<file path="config.mk">
export PLATFORM = sky130hd
export DESIGN_NAME = mbf
export DESIGN_NICKNAME = d
export VERILOG_FILES = /design/src/rtl/mbf.sv
export SDC_FILE = /design/constraint.sdc
export NUM_CORES = 1
export LEC_CHECK = 0
export CAP_MARGIN = 20
export CORE_MARGIN = 2
export CORE_UTILIZATION = 57
export CTS_CLUSTER_DIAMETER = 120
export DETAILED_ROUTE_END_ITERATION = 12
export GPL_ROUTABILITY_DRIVEN = 0
export PLACE_DENSITY = 0.88
export SYNTH_ARGS = -nofsm -noshare
export SYNTH_HDL_FRONTEND = slang
export SYNTH_SLANG_ARGS = --single-unit
</file>
<file path="constraint.sdc">
create_clock -name clk -period 3.8 [get_ports clk]
set_input_delay 0.57 -clock clk [delete_from_list [all_inputs] [get_ports clk]]
set_output_delay 0.57 -clock clk [all_outputs]
set_load 0.05 [all_outputs]
</file>
<file path="src/rtl/mbf.sv">
// Multi-band filter: a built-in triangle-plus-square test generator drives parallel 3-tap
// low-pass and high-pass FIR filters, emitting NOut samples per stream after reset.
module mbf #(
  parameter int unsigned NOut = 527
) (
  input  logic       clk,
  input  logic       reset,
  output logic       y_valid,
  output logic       z_valid,
  output logic [7:0] y,
  output logic [7:0] z
);

  localparam logic [9:0] LastN = 10'(NOut + 1);

  typedef enum logic [1:0] {StIdle, StFill, StRun, StDone} state_e;

  state_e      state_q, state_d;
  logic [9:0]  n_q, n_d;
  logic [7:0]  tap1_q, tap1_d;
  logic [7:0]  tap2_q, tap2_d;
  logic        valid_q, valid_d;
  logic [7:0]  y_q, y_d;
  logic [7:0]  z_q, z_d;

  // Generator: x[n] = triangle(n mod 64) + 64 * n[2]
  logic [5:0]  t;
  logic [6:0]  mirr;
  logic [7:0]  tri_v;
  logic [7:0]  x_cur;

  always_comb begin
    t     = n_q[5:0];
    mirr  = 7'd64 - {1'b0, t};
    tri_v = t[5] ? 8'({mirr, 2'b00}) : {t[4:0], 2'b00};
    x_cur = tri_v + (n_q[2] ? 8'd64 : 8'd0);
  end

  // Filters use the freshly generated x[n] with the two registered taps.
  logic [9:0]         ysum;
  logic [7:0]         y_lp;
  logic signed [9:0]  h;
  logic signed [9:0]  hq;
  logic signed [10:0] zs;
  logic [7:0]         z_hp;

  always_comb begin
    ysum = {2'b00, x_cur} + {1'b0, tap1_q, 1'b0} + {2'b00, tap2_q} + 10'd2;
    y_lp = 8'(ysum >> 2);
    h    = $signed({2'b00, x_cur}) - $signed({1'b0, tap1_q, 1'b0}) + $signed({2'b00, tap2_q});
    hq   = h >>> 2;
    zs   = 11'sd128 + {hq[9], hq};
    if (zs < 11'sd0) begin
      z_hp = 8'd0;
    end else if (zs > 11'sd255) begin
      z_hp = 8'd255;
    end else begin
      z_hp = zs[7:0];
    end
  end

  // State register
  always_ff @(posedge clk) begin
    if (reset) begin
      state_q <= StIdle;
      n_q     <= '0;
      tap1_q  <= '0;
      tap2_q  <= '0;
      valid_q <= 1'b0;
      y_q     <= '0;
      z_q     <= '0;
    end else begin
      state_q <= state_d;
      n_q     <= n_d;
      tap1_q  <= tap1_d;
      tap2_q  <= tap2_d;
      valid_q <= valid_d;
      y_q     <= y_d;
      z_q     <= z_d;
    end
  end

  // Next-state logic
  always_comb begin
    state_d = state_q;
    unique case (state_q)
      StIdle:  state_d = StFill;
      StFill:  if (n_q == 10'd1) state_d = StRun;
      StRun:   if (n_q == LastN) state_d = StDone;
      StDone:  state_d = StDone;
      default: state_d = StIdle;
    endcase
  end

  // Counter and delay line advance one sample per cycle until the stream is exhausted.
  always_comb begin
    n_d    = n_q;
    tap1_d = tap1_q;
    tap2_d = tap2_q;
    if (state_q != StDone) begin
      tap1_d = x_cur;
      tap2_d = tap1_q;
      if (n_q != LastN) begin
        n_d = n_q + 10'd1;
      end
    end
  end

  // Output logic
  always_comb begin
    valid_d = 1'b0;
    y_d     = '0;
    z_d     = '0;
    if (state_q == StRun) begin
      valid_d = 1'b1;
      y_d     = y_lp;
      z_d     = z_hp;
    end
  end

  assign y_valid = valid_q;
  assign z_valid = valid_q;
  assign y       = y_q;
  assign z       = z_q;

endmodule

</file>
---- After elaboration in Yosys (flattened, before gate mapping) ----
Index checks and enable logic that the tools add are counted.
operators by class
  muxes and demuxes ....................... 7
  bitwise operators ....................... 1
  equality and inequality tests ........... 9
  reductions and logical operators ........ 5
  $lt $le $gt $ge ......................... 2
  $add $sub $neg .......................... 9
operator list
  cell                                                                              count
  8-bit two-way mux                                                                 2
  10-bit by 1-bit adder with 10-bit output, second input constant                   1
  10-bit by 2-bit adder with 10-bit output, second input constant                   1
  10-bit by 8-bit adder with 10-bit output                                          1
  10-bit by 9-bit adder with 10-bit output                                          1
  8-bit by 9-bit adder with 10-bit output                                           1
  9-bit by 8-bit adder with 10-bit output, first input constant                     1
  10-bit by 1-bit == test with 1-bit output, second input constant                  1
  10-bit == test, second input constant                                             1
  10-bit by 9-bit greater-than comparator with 1-bit output, second input constant  1
  10-bit by 1-bit < comparator with 1-bit output, second input constant             1
  10-bit inequality test, second input constant                                     1
  8-bit by 9-bit subtractor with 10-bit output                                      1
  8-bit by 7-bit adder with 8-bit output                                            1
  2-bit one-hot mux with 4 select lines                                             1
  7-bit two-way mux                                                                 1
  2-bit inequality test, second input constant                                      3
  1-bit by 6-bit subtractor with 6-bit output, first input constant                 1
  2-bit == test, second input constant                                              2
  2-bit two-way mux                                                                 2
  2-bit AND reduction                                                               2
  3-bit OR reduction                                                                1
  2-bit by 1-bit == test with 1-bit output, second input constant                   1
  2-bit zero test                                                                   1
  3 further kinds                                                                   3
word-level totals
  logic and storage cells ................. 40
  input port bits ......................... 2
  register bits after elaboration ......... 45

---- Logic depth before layout (Yosys ltp) ----
Gate-level depths: netlist (run 1).
  word-level depth ........................ 8
  gate-level depth with buffers ........... 15
  gate-level depth less buffers ........... 15

---- Worst setup path before layout (run 1) ----
Ideal clock, no wire load.
  path type ............................... reg2reg
  start point ............................. register n_q[0]
  end point ............................... register z_q[7] (netlist: z[7])
  cell stages (with the launch flop) ...... 13
  buffers on the path ..................... 0
  clock period less this slack ............ 3.017 ns
  slack ................................... 0.783 ns
  arrival ................................. 2.897 ns
  data required time ...................... 3.680 ns
  library setup time ...................... 0.120 ns
  cells stage by stage .................... dfxtp_1 -> inv_1 -> ha_1 -> nand2_1 -> o21ai_0 -> fa_1 -> inv_1 -> ha_1 -> nor2b_1 -> o31a_1 -> o21a_1 -> o21a_1 -> o31a_1
on the way
  longest elaborated chain between the ends .. 8
  elaborated cells between the ends (all ways) .. 10
  classes of those cells .................. 5 x add/sub; 2 x order compare; 2 x mux; 1 x reduce/logical
RTL lines
  item                                                                                                                         RTL line  text
  from (decl)                                                                                                                  19        logic [9:0] n_q, n_d;
  from (signal assigned)                                                                                                       74        n_q <= n_d;
  1-bit by 6-bit subtractor with 6-bit output *                                                                                34        mirr = 7'd64 - {1'b0, t};
  8-bit two-way mux *                                                                                                          35        tri_v = t[5] ? 8'({mirr, 2'b00}) : {t[4:0], 2'b00};
  named net tri_v[3]                                                                                                           29        logic [7:0] tri_v;
  8-bit by 7-bit adder with 8-bit output *                                                                                     36        x_cur = tri_v + (n_q[2] ? 8'd64 : 8'd0);
  8-bit by 9-bit subtractor with 10-bit output *                                                                               50        h = $signed({2'b00, x_cur}) - $signed({1'b0, tap1_q, 1'b0}) + $signed({2'b00, tap2_q});
  10-bit by 9-bit adder with 10-bit output *                                                                                   50
  9-bit by 8-bit adder with 10-bit output *                                                                                    52        zs = 11'sd128 + {hq[9], hq};
  10-bit by 1-bit < comparator with 1-bit output or 10-bit by 9-bit greater-than comparator with 1-bit output (tied branches)  53, 55
  3-bit OR reduction (no line) or 8-bit two-way mux (tied branches)                                                            -
  to (signal assigned)                                                                                                         79        z_q <= z_d;
  to (decl)                                                                                                                    24        logic [7:0] z_q, z_d;
The timed path passes the listed nets; every way through them passes the cells marked *.
A chain may end at the register's enable or synchronous reset.

---- Final worst setup path (run 1) ----
Ends and elaborated chain as after synthesis.

==> results of run 1 <==
==> cells in the final DEF (no fill, tap or decap) <==
cell type,synthesis,final
o31a_1,2,2
clkbuf_8,0,6
a21oi_1,15,15
nand4_1,4,4
buf_4,2,1
nor4_2,1,1
fa_1,12,12
nor3_2,1,1
nor2b_1,5,5
nor2_1,29,29
o21ai_0,11,11
xnor2_1,4,4
nor4b_1,1,1
ha_1,19,19
a31o_2,1,1
xor2_1,12,12
o31ai_1,1,1
nor3_1,5,5
o21a_1,4,4
clkdlybuf4s50_1,0,19
dfxtp_1,41,41
inv_1,33,33
and2_1,1,1
and3_4,1,1
and3_1,4,4
o211ai_1,1,1
a211oi_1,7,7
or3_1,1,1
nand2_1,31,31
clkbuf_1,5,1
nor3b_1,1,1
nand2b_1,3,3
==> kinds of logic (layout without fill, tap and decap cells) <==
kind of cell / after synthesis / count (layout) / synth area share [%]
xor gates and xnor gates: 16 / 16 / 6.16
and+or+nand+nor: 88 / 88 / 18.2
AOI/OAI and AO/OA: 42 / 42 / 11.2
DFF: 41 / 41 / 36.1
adders and majority gates: 31 / 31 / 21.0
buffers and inverters: 42 / 60 / 7.37
==> sequential cells by signal, indices dropped and copies added, names as in the netlist <==
name	flops
n_q	10
state_q	2
tap1_q	6
tap2_q	6
y	8
y_valid	1
z	8
==> layer usage <==
| metal | up-vias | wire [um] | track usage, % |
|---|---|---|---|
| met3 | 6 | 137 | 6.17 |
| met2 | 30 | 2000 | 35.9 |
| li1 | 871 | - | - |
| met4 | 0 | 93 | 12.0 |
| met1 | 818 | 1780 | 22.8 |
| met5 | - | 0 | 0 |
==> cells in the mapped netlist <==
master    number  share of area (%)
dfxtp_1       41                 36
inv_1         33                5.4
nand2_1       31                5.1
nor2_1        29                4.8
ha_1          19                 10
a21oi_1       15                3.3
fa_1          12                 11
xor2_1        12                4.6
o21ai_0       11                2.4
a211oi_1       7                2.3
clkbuf_1       5               0.83
nor2b_1        5                1.4
nor3_1         5                1.1
and3_1         4                1.1
nand4_1        4                1.1
o21a_1         4                1.3
xnor2_1        4                1.5
nand2b_1       3               0.83
buf_2          2               0.44
buf_4          2               0.66
o31a_1         2               0.77
a31o_2         1               0.39
and2_1         1               0.28
and3_4         1               0.50
nor3_2         1               0.44
nor3b_1        1               0.33
nor4_2         1               0.55
nor4b_1        1               0.39
o211ai_1       1               0.33
o31ai_1        1               0.33
or3_1          1               0.28
==> worst reg2reg max path, cell delays in order (launching register included) <==
cell	delay [ns]
dfxtp_1	0.48
inv_1	0.13
ha_1	0.31
nand2_1	0.06
o21ai_0	0.21
fa_1	0.63
inv_1	0.07
ha_1	0.32
nor2b_1	0.16
o31a_1	0.26
o21a_1	0.21
o21a_1	0.19
o31a_1	0.24
==> power breakdown <==
group / total [mW] / internal [mW] / switching (mW) / leakage, nW
Sequential: 0.466 / 0.447 / 0.0188 / 0.332
Combinational: 0.282 / 0.117 / 0.166 / 0.715
Clock: 0.289 / 0.144 / 0.145 / 0.0443
Total: 1.04 / 0.708 / 0.329 / 1.09
==> cell type report <==
class / count / area share (%)
Multi-Input combinational cell: 177 / 49.9
Sequential cell: 41 / 31.9
Timing Repair Buffer: 20 / 7.68
Inverter: 33 / 4.81
Clock buffer: 7 / 3.35
Tap cell: 48 / 2.33
==> per-stage QoR <==
step           area [um2]  util [%]  hold WS (ns)
6_report             2570      68.8         0.452
3_5_place_dp         2490      66.4         0.446
5_1_grt              2570      68.8         0.472
3_3_place_gp         2490      66.4         0.439
4_1_cts              2570      68.8         0.456
2_1_floorplan        2270         -         0.432
==> final timing paths <==
path	slack, ns	depth (start not counted)	to	from
worst min register to register	0.45	2	tap2_q[6]$_SDFFE_PP0P_	tap2_q[6]$_SDFFE_PP0P_
worst min-delay path	0.45	2	tap2_q[6]$_SDFFE_PP0P_	tap2_q[6]$_SDFFE_PP0P_
worst max-delay path	0.44	12	z[7]$_SDFF_PP0_	n_q[0]$_SDFFE_PP0P_
worst max register to register	0.44	12	z[7]$_SDFF_PP0_	n_q[0]$_SDFFE_PP0P_
==> qor.csv, run 1 <==
metric,value,unit
regArea,821,um2
track_usage,20.9,%
dp_cells,319,
fp.dieH,67.2,um
setup_viol,0,
holdBufCountCts,0,
slowest_delay,0.63,ns
antenna_found_initial,0,
cts_buffer_depth,2,
tightest_slew,0.545,ns
status,"finished, final reports clean",
drt_first_iter_violations,53,
row_count,22,
vias,1725,
post-cts-setup-buffer-count,0,
crit_type,flop to flop,
netlist_instances,260,
htree_levels,2,
setup_slack,0.438,ns
final-hold-violation-count,0,
drcViolationCount,0,
drive_gt1_share,3.96,%
grt_pass1_vias,1706,
finalMaxSlewViolations,0,
fp.dieW,67.2,um
design.portCount,20,
crit_buf_inv,2,
syn_area_per_cell,8.74,um2
area_growth,13.2,%
cts_buffers,5,
cp_cell_sequence,"inv_1, ha_1, nand2_1, o21ai_0, fa_1, inv_1, ha_1, nor2b_1, o31a_1, o21a_1, o21a_1, o31a_1",
grt_max_degree,26,
pre_cts_ws,0.506,ns
crit_path_end_kind,flop,
leakage,1.09,nW
antenna_cells,0,
synth_seq_cells,41,
worstPathArrival,3.55,ns
critPathRequiredTime,3.99,ns
multi_input_area,0.00128,mm2
fin_tns_setup,0,ns
fin_nets,311,
cts_root_buffer,clkbuf_8,
firstDrtPassIters,4,
synth_area,0.00227,mm2
postCtsResizedCells,0,
port_buffers,19,
wire_per_inst,12.3,um
finalCritPeriodShare,88.5,%
cts_tree,built,
finalCriticalPeriod,3.36,ns
p_per_area,403,mW/mm2
syn_nets,293,
crit_family,adder cells,
max-slew-margin-rel,63.6,%
skew,0.00573,ns
grt_overflow,0,
start_kind,flop,
yosysSeqAreaShare,36.1,%
initial_core_util,60.7,%
clkLatencyLatePin,0.30,ns
slowest_stage,fa_1,
ir_drop,0.230,mV
fill_cells,297,
hold_path.class,flop to flop,
clock-sinks,41,
total_power,1.04,mW
drtAntennaViolNets,0,
wirelength,4010,um
path_clk_slew,0.08,ns
stdcell_count,326,
critPathMaxFanout,8,
grt_pass1_wl,6980,um
fmax,297,MHz
rsz0062_at_grt,false,
yosysUniqueCellTypes,31,
hpwl,3030,um
synth_warnings,0,
max_cap_viol_count,0,
core,0.00374,mm2
dieArea,0.00451,mm2
avgViaCountPerCell,5.29,
Power figures use the tool's default switching activity.
==> run 2: changes to the inputs <==
--- a/config.mk
+++ b/config.mk
@@ -6,7 +6,6 @@
 export NUM_CORES = 1
 export LEC_CHECK = 0
 export CAP_MARGIN = 20
-export CORE_MARGIN = 2
 export CORE_UTILIZATION = 57
 export CTS_CLUSTER_DIAMETER = 120
 export DETAILED_ROUTE_END_ITERATION = 12
==> qor.csv, run 2 (synthesis results as in run 1) <==
metric,value,unit
path_clk_slew,0.08,ns
initial_core_util,60.7,%
setup_viol,0,
final-hold-violation-count,0,
fp.dieH,65.2,um
crit_type,flop to flop,
crit_family,adder cells,
critPathLaunch,n_q[0]$_SDFFE_PP0P_,
p_switching,0.329,mW
p_int,0.778,mW
firstDrtPassIters,4,
avgViaCountPerCell,5.30,
ir_drop,0.231,mV
fmax,301,MHz
drtAntennaViolNets,0,
htree_levels,2,
cts_tree,built,
p_per_area,425,mW/mm2
tightest_slew,0.560,ns
track_usage,21.8,%
dp_cells,319,
max_cap_viol_count,0,
crit_path_end_kind,flop,
port_buffers,19,
design.portCount,20,
p_comb_share,25.1,%
fill_cells,298,
skew,0.00812,ns
critPathMaxFanout,8,
cts_buffer_depth,2,
holdBufCountCts,0,
area_growth,14.5,%
min_from,tap2_q[5]$_SDFFE_PP0P_,
slowest_delay,0.61,ns
grt_overflow,0,
hold_path.class,flop to flop,
dieArea,0.00425,mm2
rsz0062_at_grt,false,
total_power,1.11,mW
status,"finished, final reports clean",
antenna_found_initial,0,
final_common_cell,dfxtp_1,
pre_cts_ws,0.501,ns
worstPathArrival,3.50,ns
post-cts-setup-buffer-count,0,
crit_buf_inv,2,
clkLatencyLatePin,0.30,ns
cts_root_buffer,clkbuf_8,
drive_gt1_share,4.30,%
fin_nets,311,
clock-sinks,41,
critPathRequiredTime,3.98,ns
wire_per_inst,12.3,um
fin_tns_setup,0,ns
regMostFlops,n_q,
vias,1732,
clkPwrFrac,32.8,%
fp.dieW,65.2,um
p_seq_share,42.1,%
cts_buffers,5,
timing.rr.start,n_q[0]$_SDFFE_PP0P_,
largest_register_ffs,10,
finalCriticalPeriod,3.33,ns
antenna_cells,0,
core,0.00374,mm2
drcViolationCount,0,
drt_first_iter_violations,83,
finalMaxSlewViolations,0,
finalCritPeriodShare,87.6,%
stdcell_count,327,
row_count,22,
postCtsResizedCells,0,
grt_max_degree,26,
switching_share,29.7,%
wirelength,4040,um
hpwl,3020,um
cp_cell_sequence,"inv_1, ha_1, nand2_1, o21ai_0, fa_1, inv_1, ha_1, nor2b_1, o31a_1, o21a_1, o21a_1, o31a_1",
leakage,1.11,nW
slowest_stage,fa_1,
grt_pass1_vias,1704,
final_core_util,69.6,%
max-slew-margin-rel,62.6,%
setup_slack,0.473,ns
grt_pass1_wl,6910,um
start_kind,flop,
mostFrequentLayoutCells,"dfxtp_1 (41), inv_1 (33), nand2_1 (31)",
==> run 2: power groups by stage <==
stage	Combinational, mW	Sequential, mW	Clock, mW
floorplan	0.203	0.487	0
global placement	0.259	0.475	0
detailed placement	0.273	0.476	0
CTS	0.279	0.466	0.368
global route	0.310	0.469	0.387
finish	0.278	0.466	0.363
==> run 2: worst min-delay path, stage by stage, from the launching register on <==
cell and delay, ns:
dfxtp_1 0.31, nand2_1 0.05, a21oi_1 0.05
==> run 2: final timing paths <==
path,to,slack [ns],cells past startpoint
max reg2reg,z[7]$_SDFF_PP0_,0.47,12
min,tap2_q[5]$_SDFFE_PP0P_,0.45,2
max,z[7]$_SDFF_PP0_,0.47,12
min reg2reg,tap2_q[5]$_SDFFE_PP0P_,0.45,2
==> run 2: per-layer routing <==
metal	track usage (%)	share of wire (%)	vias to the layer above
li1	-	-	876
met1	22.2	43	810
met2	40.2	50	34
met3	5.90	3.3	12
met4	11.4	2.8	0
met5	0	0	-
==> run 2: area by class of cell <==
type	count	area, um2	share of cell area, %
repair buffers	20	198	7.59
clock inverters	1	30.0	1.15
inverters	33	124	4.76
well taps	48	60.1	2.31
clock buffers	7	86.3	3.32
multi-input cells	177	1280	49.4
flip-flops and latches	41	821	31.5
==> run 2: metrics by stage <==
| step | cell area, um2 | hold WS [ns] |
|---|---|---|
| after detailed placement | 2490 | 0.444 |
| after global placement | 2490 | 0.438 |
| after floorplan | 2270 | 0.432 |
| after global routing | 2600 | 0.482 |
| final | 2600 | 0.455 |
| after CTS | 2600 | 0.459 |
==> run 3: changes to the inputs <==
--- a/config.mk
+++ b/config.mk
@@ -11,6 +11,7 @@
 export DETAILED_ROUTE_END_ITERATION = 12
 export GPL_ROUTABILITY_DRIVEN = 0
 export PLACE_DENSITY = 0.88
+export SKIP_LAST_GASP = 1
 export SYNTH_ARGS = -nofsm -noshare
 export SYNTH_HDL_FRONTEND = slang
 export SYNTH_SLANG_ARGS = --single-unit
==> results of run 3 <==
Same layout as run 2: the final DEF is identical, and so are final timing and power.
